--- config.mk ---
export PLATFORM = sky130hd
export DESIGN_NAME = uart_cmd_decoder
export DESIGN_NICKNAME = d
export VERILOG_FILES = /design/src/rtl/uart_cmd_pkg.sv /design/src/rtl/uart_cmd_lut.sv /design/src/rtl/uart_cmd_decoder.sv
export SDC_FILE = /design/constraint.sdc
export NUM_CORES = 1
export LEC_CHECK = 0
export BUFFER_PORTS_ARGS = -buffer_cell sky130_fd_sc_hd__buf_2
export CAP_MARGIN = 30
export CORE_ASPECT_RATIO = 1.2
export CORE_UTILIZATION = 51
export DETAILED_ROUTE_END_ITERATION = 12
export PLACE_DENSITY = 0.76
export SLEW_MARGIN = 20
export SYNTH_ARGS = -nofsm -noshare
export SYNTH_HDL_FRONTEND = slang
export SYNTH_SLANG_ARGS = --single-unit
export TNS_END_PERCENT = 30
--- constraint.sdc ---
create_clock -name clk -period 3.49 [get_ports clk]
set_input_delay 0.5235 -clock clk [delete_from_list [all_inputs] [get_ports clk]]
set_output_delay 0.5235 -clock clk [all_outputs]
set_load 0.005 [all_outputs]
--- src/rtl/uart_cmd_pkg.sv ---
// uart_cmd_pkg: command byte map, reply codes, state encoding and one-hot command indices
package uart_cmd_pkg;
  localparam logic [7:0] CH_RUN    = 8'h52;
  localparam logic [7:0] CH_STOP   = 8'h53;
  localparam logic [7:0] CH_CLEAR  = 8'h43;
  localparam logic [7:0] CH_MODE   = 8'h4D;
  localparam logic [7:0] CH_DISP   = 8'h4E;
  localparam logic [7:0] CH_SEC    = 8'h73;
  localparam logic [7:0] CH_MIN    = 8'h6D;
  localparam logic [7:0] CH_HOUR   = 8'h68;
  localparam logic [7:0] CH_STATUS = 8'h3F;
  localparam logic [7:0] CH_DIG0   = 8'h30;
  localparam logic [7:0] CH_DIG9   = 8'h39;
  localparam logic [7:0] CH_CR     = 8'h0D;
  localparam logic [7:0] CH_LF     = 8'h0A;
  localparam logic [7:0] STATUS_BASE = 8'h30;
  localparam logic [7:0] NAK         = 8'h21;
  localparam int CMD_RUN    = 0;
  localparam int CMD_STOP   = 1;
  localparam int CMD_CLEAR  = 2;
  localparam int CMD_MODE   = 3;
  localparam int CMD_DISP   = 4;
  localparam int CMD_SEC    = 5;
  localparam int CMD_MIN    = 6;
  localparam int CMD_HOUR   = 7;
  localparam int CMD_STATUS = 8;
  localparam int NCMD       = 9;
  typedef enum logic {IDLE = 1'b0, REPEAT = 1'b1} state_e;
endpackage

--- src/rtl/uart_cmd_lut.sv ---
// uart_cmd_lut: combinational classification of a received byte
module uart_cmd_lut
  import uart_cmd_pkg::*;
(
  input  logic [7:0]      byte_i,
  output logic [NCMD-1:0] cmd_o,
  output logic            is_digit_o,
  output logic [3:0]      digit_o,
  output logic            is_ignore_o,
  output logic            is_unknown_o
);
  always_comb begin
    cmd_o = '0;
    cmd_o[CMD_RUN]    = byte_i == CH_RUN;
    cmd_o[CMD_STOP]   = byte_i == CH_STOP;
    cmd_o[CMD_CLEAR]  = byte_i == CH_CLEAR;
    cmd_o[CMD_MODE]   = byte_i == CH_MODE;
    cmd_o[CMD_DISP]   = byte_i == CH_DISP;
    cmd_o[CMD_SEC]    = byte_i == CH_SEC;
    cmd_o[CMD_MIN]    = byte_i == CH_MIN;
    cmd_o[CMD_HOUR]   = byte_i == CH_HOUR;
    cmd_o[CMD_STATUS] = byte_i == CH_STATUS;
    is_digit_o   = byte_i >= CH_DIG0 && byte_i <= CH_DIG9;
    digit_o      = byte_i[3:0];
    is_ignore_o  = byte_i == CH_CR || byte_i == CH_LF;
    is_unknown_o = !(|cmd_o || is_digit_o || is_ignore_o);
  end
endmodule

--- src/rtl/uart_cmd_decoder.sv ---
// uart_cmd_decoder: ASCII command bytes to control pulses, with echo/status/NAK replies
module uart_cmd_decoder
  import uart_cmd_pkg::*;
#(
  parameter bit ECHO_EN = 1'b1
) (
  input  logic       clk,
  input  logic       rst,
  input  logic [7:0] i_rx_data,
  input  logic       i_rx_valid,
  output logic       o_rx_ready,
  output logic [7:0] o_tx_data,
  output logic       o_tx_valid,
  input  logic       i_tx_ready,
  input  logic       i_mode_sel,
  input  logic       i_is_running,
  input  logic       i_fnd_mode,
  output logic       o_run,
  output logic       o_stop,
  output logic       o_clear,
  output logic       o_mode,
  output logic       o_display_mode,
  output logic       o_sec_plus,
  output logic       o_min_plus,
  output logic       o_hour_plus,
  output logic [7:0] o_err_cnt
);
  logic [NCMD-1:0] cmd;
  logic            is_dig, is_ign, is_unk, accept, reply;
  logic [3:0]      dig;
  state_e          state_q, state_d;
  logic [3:0]      cnt_q, cnt_d, prefix_q, prefix_d;
  logic            phase_q, phase_d, tx_valid_q, tx_valid_d;
  logic [7:0]      inc_q, inc_d, pulse_q, pulse_d, tx_data_q, tx_data_d, err_q, err_d;

  uart_cmd_lut u_lut (
    .byte_i      (i_rx_data),
    .cmd_o       (cmd),
    .is_digit_o  (is_dig),
    .digit_o     (dig),
    .is_ignore_o (is_ign),
    .is_unknown_o(is_unk)
  );

  assign o_rx_ready = state_q == IDLE && !tx_valid_q;
  assign accept     = i_rx_valid && o_rx_ready;
  assign reply      = cmd[CMD_STATUS] || is_unk || (ECHO_EN && !is_ign);

  always_comb begin
    state_d    = state_q;
    cnt_d      = cnt_q;
    phase_d    = phase_q;
    inc_d      = inc_q;
    pulse_d    = '0;
    prefix_d   = prefix_q;
    tx_valid_d = tx_valid_q && !i_tx_ready;
    tx_data_d  = tx_data_q;
    err_d      = err_q;
    // phase_q=1 marks a pulse cycle; cnt_q counts pulses still owed after the current one
    if (state_q == REPEAT) begin
      pulse_d = phase_q ? inc_q : '0;
      cnt_d   = phase_q ? cnt_q - 4'd1 : cnt_q;
      phase_d = !phase_q && cnt_q != 4'd0;
      state_d = (!phase_q && cnt_q == 4'd0) ? IDLE : REPEAT;
    end
    if (accept) begin
      pulse_d  = cmd[CMD_HOUR:CMD_RUN];
      prefix_d = is_dig ? dig : 4'd0;
      if (|cmd[CMD_HOUR:CMD_SEC] && prefix_q >= 4'd2) begin
        state_d = REPEAT;
        cnt_d   = prefix_q - 4'd1;
        phase_d = 1'b0;
        inc_d   = cmd[CMD_HOUR:CMD_RUN];
      end
      tx_valid_d = reply;
      tx_data_d  = !reply ? tx_data_q :
                   cmd[CMD_STATUS] ? (STATUS_BASE | {5'd0, i_fnd_mode, i_is_running, i_mode_sel}) :
                   is_unk ? NAK : i_rx_data;
      err_d      = (is_unk && err_q != 8'hFF) ? err_q + 8'd1 : err_q;
    end
  end

  always_ff @(posedge clk or posedge rst)
    if (rst) begin
      state_q    <= IDLE;
      cnt_q      <= '0;
      phase_q    <= 1'b0;
      inc_q      <= '0;
      pulse_q    <= '0;
      prefix_q   <= '0;
      tx_valid_q <= 1'b0;
      tx_data_q  <= '0;
      err_q      <= '0;
    end else begin
      state_q    <= state_d;
      cnt_q      <= cnt_d;
      phase_q    <= phase_d;
      inc_q      <= inc_d;
      pulse_q    <= pulse_d;
      prefix_q   <= prefix_d;
      tx_valid_q <= tx_valid_d;
      tx_data_q  <= tx_data_d;
      err_q      <= err_d;
    end

  assign o_tx_valid     = tx_valid_q;
  assign o_tx_data      = tx_data_q;
  assign o_err_cnt      = err_q;
  assign o_run          = pulse_q[CMD_RUN];
  assign o_stop         = pulse_q[CMD_STOP];
  assign o_clear        = pulse_q[CMD_CLEAR];
  assign o_mode         = pulse_q[CMD_MODE];
  assign o_display_mode = pulse_q[CMD_DISP];
  assign o_sec_plus     = pulse_q[CMD_SEC];
  assign o_min_plus     = pulse_q[CMD_MIN];
  assign o_hour_plus    = pulse_q[CMD_HOUR];
endmodule

Word-level counts from Yosys, hierarchy flattened
Cells that the tools add are included.
{"block": "op_classes", "n_lt_le_gt_ge": 3, "n_eq_ne": 12, "n_addsub": 3, "bitwise": 1, "muxes": 18, "div": 0, "shifts": 0, "reduce_logical": 25, "mul": 0}
{"cell": "8-bit by 7-bit equality test with 1-bit output (second input constant)", "n": 8}
{"cell": "8-bit 2-to-1 mux", "n": 5}
{"cell": "4-bit 2-to-1 mux", "n": 5}
{"cell": "8-bit by 4-bit equality test with 1-bit output (second input constant)", "n": 2}
{"cell": "9-bit OR reduction", "n": 1}
{"cell": "8-bit by 1-bit adder with 8-bit output (second input constant)", "n": 1}
{"cell": "8-bit by 6-bit equality test with 1-bit output (second input constant)", "n": 1}
{"cell": "8-bit by 6-bit greater-or-equal comparator with 1-bit output (second input constant)", "n": 1}
{"cell": "8-bit by 6-bit <= comparator with 1-bit output (second input constant)", "n": 1}
{"cell": "1-bit logical AND", "n": 8}
{"cell": "1-bit 2-to-1 mux", "n": 8}
{"cell": "8-bit inequality test (second input constant)", "n": 1}
{"cell": "4-bit by 1-bit subtractor with 4-bit output (second input constant)", "n": 2}
{"cell": "2-bit AND reduction", "n": 3}
{"cell": "1-bit zero test", "n": 5}
{"cell": "1-bit logical OR", "n": 5}
{"cell": "4-bit by 2-bit greater-or-equal comparator with 1-bit output (second input constant)", "n": 1}
{"cell": "4-bit zero test", "n": 1}
{"cell": "4-bit nonzero test", "n": 1}
{"cell": "3-bit OR reduction", "n": 1}
{"cell": "1-bit NOT", "n": 1}
{"block": "totals", "in_bits": 15, "latch_bits": 0, "output_inout_bits": 26, "ramBits": 0, "register_bits": 43, "mem_bits_ro": 0, "word_cells": 71, "mem_count": 0}

Logic depth before layout (Yosys ltp)
Gate-level depths: netlist of run 1.
{"block": "depth", "word_depth": 8, "depth_mapped": 7, "ltp_nobuf": 6}

Hierarchy
From an unflattened synthesis of run 1, not the netlist that was laid out.
{"block": "unflattened", "hier_cells": 214, "hier_area_um2": 2238.4}
{"module": "uart_cmd_decoder", "seq_area_each_um2": 1076.0, "cells_each": 171, "area_each_um2": 1944.4, "instances": 1}
{"module": "uart_cmd_lut", "seq_area_each_um2": 0.0, "cells_each": 43, "area_each_um2": 294.0, "instances": 1}

Worst setup path after synthesis of run 1
Ideal clock, no wire load.
{"block": "synth_timing", "path_type": "input to register", "startpoint": "in i_rx_valid", "endpoint": "reg err_q[1], in the netlist o_err_cnt[1]", "t_arrival_ns": 1.807, "required_ns": 3.362, "slack_ns": 1.555, "stages": 6, "path_cell_list": "or3b_4 > buf_6 > a31oi_4 > nand2_4 > nor3_2 > mux2_1"}
{"block": "synth_between", "elab_chain_cells": 2}
{"element": "from (decl)", "line_no": "uart_cmd_decoder.sv:10", "source": "input logic i_rx_valid,"}
{"element": "1-bit logical AND", "line_no": "uart_cmd_decoder.sv:46", "source": "assign accept = i_rx_valid && o_rx_ready;"}
{"element": "2-bit AND reduction (no line)"}
{"element": "to (signal assigned)", "line_no": "uart_cmd_decoder.sv:103", "source": "err_q <= err_d;"}
{"element": "to (decl)", "line_no": "uart_cmd_decoder.sv:34", "source": "logic [7:0] inc_q, inc_d, pulse_q, pulse_d, tx_data_q, tx_data_d, err_q, err_d;"}
No other way between the ends.
A chain may end at the register's enable or synchronous reset.

Worst setup path in the final report of run 1
{"block": "layout_timing", "startpoint": "reg state_q", "endpoint": "reg inc_q[6]"}
{"block": "layout_between", "elab_chain_cells": 4}
{"element": "from (decl)", "line_no": "uart_cmd_decoder.sv:31", "source": "state_e state_q, state_d;"}
{"element": "from (signal assigned)", "line_no": "uart_cmd_decoder.sv:95", "source": "state_q <= state_d;"}
{"element": "1-bit NOT", "line_no": "uart_cmd_decoder.sv:45", "source": "assign o_rx_ready = state_q == IDLE && !tx_valid_q;"}
{"element": "1-bit logical AND", "line_no": "uart_cmd_decoder.sv:45"}
{"element": "1-bit logical AND", "line_no": "uart_cmd_decoder.sv:46"}
{"element": "2-bit AND reduction (no line)"}
{"element": "to (signal assigned)", "line_no": "uart_cmd_decoder.sv:98", "source": "inc_q <= inc_d;"}
{"element": "to (decl)", "line_no": "uart_cmd_decoder.sv:34"}
No other way between the ends.

==> reports/metrics.csv, run 1 <==
stage,metric,value,unit
final_layout,NumNets Final,274,
global_routing,grt total ovfl,0,
timing,PnR worst setup slack,1.551,ns
power_and_ir_drop,power consumption,1.185,mW
die,die span in y,75.46,um
logic_synthesis,synthesized instance count,216,
die,# rows,26,
clocking,CTS Root Cell,clkbuf_8,
power_and_ir_drop,Leakage,1.258,nW
clocking,CTS tree,yes,
timing,worst-margin pin slew,0.6724,ns
final_layout,fill count,397,
logic_synthesis,number of synthesized flops with an enable pin,0,
route,WL/cell,15.22,um
die,Initial Util,53.41,%
setup_path,crit path DAT,2.11,ns
die,Die ar.,4770,um2
timing,Final Skew,0.004558,ns
logic_synthesis,"Distinct cells, synth",56,
timing,Final Hold Vio Count,0,
clocking,clk_lat worst skew,0.29,ns
route,DRC Markers,0,
route,via/cell ratio,5.481,
placed_design,final HPWL from detailed placement,3.477,mm
die,# IOs,41,
global_routing,largest net degree at the start of global routing,44,
setup_path,Critical Path Start Type,flip-flop,
run_status,status,"complete, no violations",
route,drt pass-1 iters,4,
logic_synthesis,mux cell area share after synthesis,2.346,%
logic_synthesis,ys flop type,dfrtp_1,
timing,max-slew violations,0,
setup_path,element type at the critical path end,flip-flop,
placed_design,GPL Wtd Cong,0.8921,
placed_design,number of I/O port buffers,40,
setup_path,FF-to-FF setup slack,1.55,ns
setup_path,Crit Path Category,flip-flop to flip-flop,
clocking,post-cts sizing count,0,
clocking,htree depth,2,
clocking,# clock sinks,43,
route,Detail Route Antenna Nets,0,
timing,fin crit period,1.939,ns
logic_synthesis,post-synthesis adder-cell area fraction,2.182,%
logic_synthesis,most frequent cell after synthesis,dfrtp_1,
logic_synthesis,synthesized area,2293,um2
final_layout,"Core Util, Final",60.43,%
global_routing,Total GRT Usage,21.41,%
route,via count,1710,
logic_synthesis,syn nets,235,
logic_synthesis,Commonest cells post-synth,"dfrtp_1, nand2_1, o21ai_0",
logic_synthesis,xor/xnor share of the synthesized area,4.965,%
logic_synthesis,YS warnings,0,
logic_synthesis,top-area cell type share of the netlist area,46.92,%
clocking,maximum buffer depth of the clock tree,2,
logic_synthesis,largest family of logic cells by synthesized area,simple AND/OR/NAND/NOR gates,
final_layout,Storage cell area,1076,um2
route,Post-Route WL,4.748,mm
final_layout,Area Growth Syn to Fin,13.15,%
die,Core ar.,4294,um2
global_routing,initial antenna violation count,0,
final_layout,"non-filler cells, final",312,
timing,setup TNS,0,ns
placed_design,dpl ws,1.313,ns
setup_path,CP max FO,17,
timing,Max Freq,515.8,MHz
clocking,"Hold-fix buffers, CTS",0,
logic_synthesis,post-synth top area cell,dfrtp_1,
power_and_ir_drop,PwrDens,456.7,nW/um2
timing,Tcrit/Tclk final,55.55,%
global_routing,first-pass GRT wire length,7.603,mm
logic_synthesis,Simple-Gate Fraction of Synth Area,26.95,%
route,1st-iter DRT viols,75,
final_layout,number of diodes,0,
logic_synthesis,Compound-Gate Fraction of Synth Area,12.33,%
clocking,Post-CTS Setup Inserts,0,
placed_design,Placed Instances,304,
clocking,Clock transition at path regs,0.08,ns
timing,unrepaired setup endpoints after global routing,false,
logic_synthesis,Post-synth ARST share,100.0,%
timing,endpoints failing setup,0,
timing,Slew headroom,55.15,%
final_layout,area occupied by multi-input gates,1119,um2
setup_path,CP required,3.67,ns
hold_path,Hold Crit Class,input port to asynchronous set/reset pin,
logic_synthesis,sequential area share after synthesis,46.92,%
power_and_ir_drop,maximum VDD drop,361.4,uV
clocking,Num CTS Buffers,5,
final_layout,share of cells above drive strength 1,28.52,%
logic_synthesis,Syn Area/Cell,10.62,um2
logic_synthesis,synthesized flop and latch total,43,
global_routing,number of global-route vias before repair,1616,
run,Max Cap Viol,0,
logic_synthesis,top cells by area in the synthesized netlist,"dfrtp_1, nand2_1, xor2_1, nor4b_2, o21ai_0",
die,Die Wd,63.22,um
sequential cells by signal, summed over array words and instances (netlist names):
signal      count
o_tx_valid      1
pulse_q         8
inc_q           8
o_err_cnt       8
phase_q         1
prefix_q        4
state_q         1
cnt_q           4
o_tx_data       8
metal layers:
layer,vias to the layer above,routed length (um),GRT usage [%]
met1,819,2012,24.49
li1,844,-,-
met3,12,157,3.892
met5,-,0,0
met4,0,115,10.86
met2,35,2463,39.07
placed cells by master (no fill, tap or decap), types with 3 or more instances in the layout:
| cell | count |
|---|---|
| clkbuf_8 | 5 |
| nand2_1 | 29 |
| o21ai_0 | 11 |
| o21ai_1 | 5 |
| nor4b_2 | 4 |
| nor3b_1 | 3 |
| nor2_1 | 9 |
| nor3_1 | 7 |
| nand3_1 | 10 |
| mux2_1 | 3 |
| dfrtp_1 | 43 |
| a21oi_2 | 3 |
| xor2_1 | 7 |
| xnor2_1 | 6 |
| nor4_2 | 3 |
| buf_2 | 40 |
| inv_1 | 9 |
| ha_1 | 4 |
| nor2b_1 | 6 |
critical path, cell delays in order, from the launching register on:
cell	delay (ns)
dfrtp_1	0.43
or3b_4	0.50
nor4_4	0.28
buf_4	0.26
mux2_1	0.34
per-stage QoR:
| stage | hold slack (ns) | area [um2] |
|---|---|---|
| final | 0.3609 | 2595 |
| after floorplan | 0.4309 | 2293 |
| after detailed placement | 0.4533 | 2514 |
| after global routing | 0.4085 | 2595 |
| after global placement | 0.4557 | 2514 |
| after CTS | 0.3819 | 2595 |
kinds of logic after synthesis:
| logic type | Yosys count |
|---|---|
| and+or+nand+nor | 96 |
| DFF | 43 |
| AOI/OAI and AO/OA | 36 |
| buffers and inverters | 19 |
| xor gates and xnor gates | 13 |
| muxes | 5 |
| adders and majority gates | 4 |
area by class of cell:
cell class	count	share of cell area, %
inverter	9	1.302
clock inverter	1	0.1929
multi-input combinational	154	43.10
tap	56	2.700
timing repair buffer	42	8.293
clock buffer	7	2.941
sequential	43	41.47
worst paths after layout:
path / from / end / depth (start not counted)
worst min-delay path: rst / pulse_q[2]$_DFF_PP0_ / 3
min in group clk: i_tx_ready / o_tx_valid$_DFF_PP0_ / 2
worst max register to register: state_q$_DFF_PP0_ / inc_q[6]$_DFFE_PP0P_ / 4
worst max-delay path: state_q$_DFF_PP0_ / inc_q[6]$_DFFE_PP0P_ / 4
max in group asynchronous: rst / o_tx_data[4]$_DFFE_PP0P_ / 3
worst min register to register: inc_q[0]$_DFFE_PP0P_ / pulse_q[0]$_DFF_PP0_ / 2
power by group:
group          switching (mW)  internal [mW]  total (mW)
clock                   0.158          0.140       0.299
combinational           0.145          0.119       0.264
sequential             0.0637          0.559       0.623
total                   0.367          0.819        1.19
Note: power is estimated with default switching activity, not from simulation.
==> run 2, diff against run 1 <==
==> constraint.sdc (replaced) <==
create_clock -name clk -period 1.95 [get_ports clk]
set_input_delay 0.2925 -clock clk [delete_from_list [all_inputs] [get_ports clk]]
set_output_delay 0.2925 -clock clk [all_outputs]
set_load 0.005 [all_outputs]
==> run 2 against run 1 <==
  * Critical path depth rose by 2
  * Wire length increased by 0.32%
  * Design area increased by 5.1%
  * Power rose by 96%
  * Die area unchanged
  * Setup slack got worse by 1.5 ns
  * Via count grew 5.4%
  * Critical endpoint is now o_err_cnt[1]$_DFFE_PP0P_
==> reports/metrics.csv, run 2 (synthesized netlist as in run 1, its figures left out) <==
stage,metric,value,unit
run_status,status,"complete, no violations",
clocking,CTS tree,yes,
placed_design,GPL Wtd Cong,0.7693,
clocking,clk_lat worst skew,0.30,ns
timing,Max Freq,534.5,MHz
final_layout,final instance area,2726,um2
global_routing,initial antenna violation count,0,
clocking,CTS Root Cell,clkbuf_8,
setup_path,Crit Path Category,flip-flop to flip-flop,
setup_path,Critical Path Start Type,flip-flop,
route,via count,1802,
setup_path,crit path DAT,2.06,ns
placed_design,final HPWL from detailed placement,3.546,mm
setup_path,element type at the critical path end,flip-flop,
clocking,htree depth,2,
power_and_ir_drop,power consumption,2.323,mW
global_routing,first-pass GRT wire length,8.038,mm
final_layout,number of diodes,0,
die,Initial Util,53.41,%
global_routing,Total GRT Usage,22.41,%
timing,fin crit period,1.871,ns
route,Post-Route WL,4.763,mm
route,via/cell ratio,5.579,
die,# IOs,41,
route,DRC Markers,0,
setup_path,worst stage delay on the critical path,0.43,ns
global_routing,largest net degree at the start of global routing,44,
timing,max-slew violations,0,
timing,Final Hold Vio Count,0,
clocking,Post-CTS Setup Inserts,0,
setup_path,crit path max-delay cell type,dfrtp_1,
timing,Final Skew,0.007197,ns
timing,Slew headroom,64.63,%
final_layout,"Core Util, Final",63.49,%
final_layout,share of cells above drive strength 1,32.58,%
route,WL/cell,14.75,um
final_layout,Area Growth Syn to Fin,18.88,%
setup_path,CP Cell Sequence,ha_1 > and3_2 > a31oi_4 > nand2_4 > nor3_4 > mux2_1,
power_and_ir_drop,PwrDens,851.9,nW/um2
clocking,maximum buffer depth of the clock tree,2,
global_routing,number of global-route vias before repair,1744,
clocking,# clock sinks,43,
route,Detail Route Antenna Nets,0,
die,Die ar.,4770,um2
power_and_ir_drop,Leakage,1.331,nW
setup_path,R2R cell count,6,
global_routing,grt total ovfl,0,
route,drt pass-1 iters,4,
timing,unrepaired setup endpoints after global routing,false,
route,1st-iter DRT viols,50,
clocking,Clock transition at path regs,0.08,ns
die,Core ar.,4294,um2
die,Die Wd,63.22,um
die,# rows,26,
final_layout,fill count,393,
setup_path,CP required,2.14,ns
timing,hold_ws,0.1090,ns
placed_design,area post-placement,2596,um2
placed_design,number of I/O port buffers,40,
timing,endpoints failing setup,0,
run,Max Cap Viol,0,
timing,worst-margin pin slew,0.5305,ns
hold_path,Hold Crit Class,input port to asynchronous set/reset pin,
timing,Tcrit/Tclk final,95.95,%
die,die span in y,75.46,um
clocking,Num CTS Buffers,5,
final_layout,NumNets Final,285,
setup_path,CP max FO,6,
final_layout,most frequent cells in the layout,"dfrtp_1, buf_2, nand2_1, buf_4, o21ai_0",
final_layout,"commonest non-fill, non-tap cell in the layout",dfrtp_1,
timing,setup TNS,0,ns
power_and_ir_drop,maximum VDD drop,650.2,uV
clocking,"Hold-fix buffers, CTS",0,
[run 2: cell types whose count changed in the layout (fill, tap and decap cells not counted)]
cell and change:
buf_4 +11, clkbuf_1 -2, bufinv_16 +1, clkbuf_8 +1, nor3_2 -1, nor3_4 +1, nor4_1 -1, nor4_2 +1
[run 2: metal layers]
layer	track usage, %	part of all wire [%]
met5	0	0
met4	11.36	2.2
met3	3.743	3.7
met2	39.90	51
met1	26.63	43
[run 2: worst paths after layout]
| path | start | slack, ns | endpoint |
|---|---|---|---|
| hold reg to reg | inc_q[1]$_DFFE_PP0P_ | 0.48 | pulse_q[1]$_DFF_PP0_ |
| hold / removal | rst | 0.11 | inc_q[4]$_DFFE_PP0P_ |
| max in group asynchronous | rst | 1.47 | o_tx_data[2]$_DFFE_PP0P_ |
| min in group clk | i_tx_ready | 0.16 | o_tx_valid$_DFF_PP0_ |
| setup / recovery | o_err_cnt[0]$_DFFE_PP0P_ | 0.08 | o_err_cnt[1]$_DFFE_PP0P_ |
| setup reg to reg | o_err_cnt[0]$_DFFE_PP0P_ | 0.08 | o_err_cnt[1]$_DFFE_PP0P_ |
[run 2: layout make-up]
type / instances / area [um2] / area share [%]
clock buffer: 6 / 82.58 / 3.029
clock inverter: 2 / 35.03 / 1.285
inverter: 9 / 33.78 / 1.239
multi-input combinational: 154 / 1131 / 41.49
sequential: 43 / 1076 / 39.47
tap: 56 / 70.07 / 2.570
timing repair buffer: 53 / 297.8 / 10.92
[run 2: timing repair]
action,in CTS,in global routing
endpoints found under the hold margin,0,0
resized for setup,0,2
endpoints found under the setup margin,0,6
[run 2: where the power goes]
part	total (mW)	leakage [nW]	internal [mW]	switching [mW]
combinational	0.477	0.701	0.225	0.252
sequential	1.12	0.569	1.00	0.120
clock	0.726	0.0612	0.415	0.311
[run 2: per-stage QoR]
| stage | instances | worst slack (ns) |
|---|---|---|
| after floorplan | 216 | 0.1069 |
| after global placement | 315 | 0.07018 |
| after detailed placement | 315 | 0.03872 |
| after CTS | 323 | 0.02205 |
| after global routing | 323 | 0.009466 |
| final | 323 | 0.07905 |
[run 2: critical path: cells and delay by family, from the launching register on]
kind,cells,cell delay [ns]
AND/OR/NAND/NOR,3,0.52
flip-flops,1,0.43
multiplexers,1,0.33
adder cells (fa/ha/maj),1,0.26
AO/OA/AOI/OAI,1,0.21
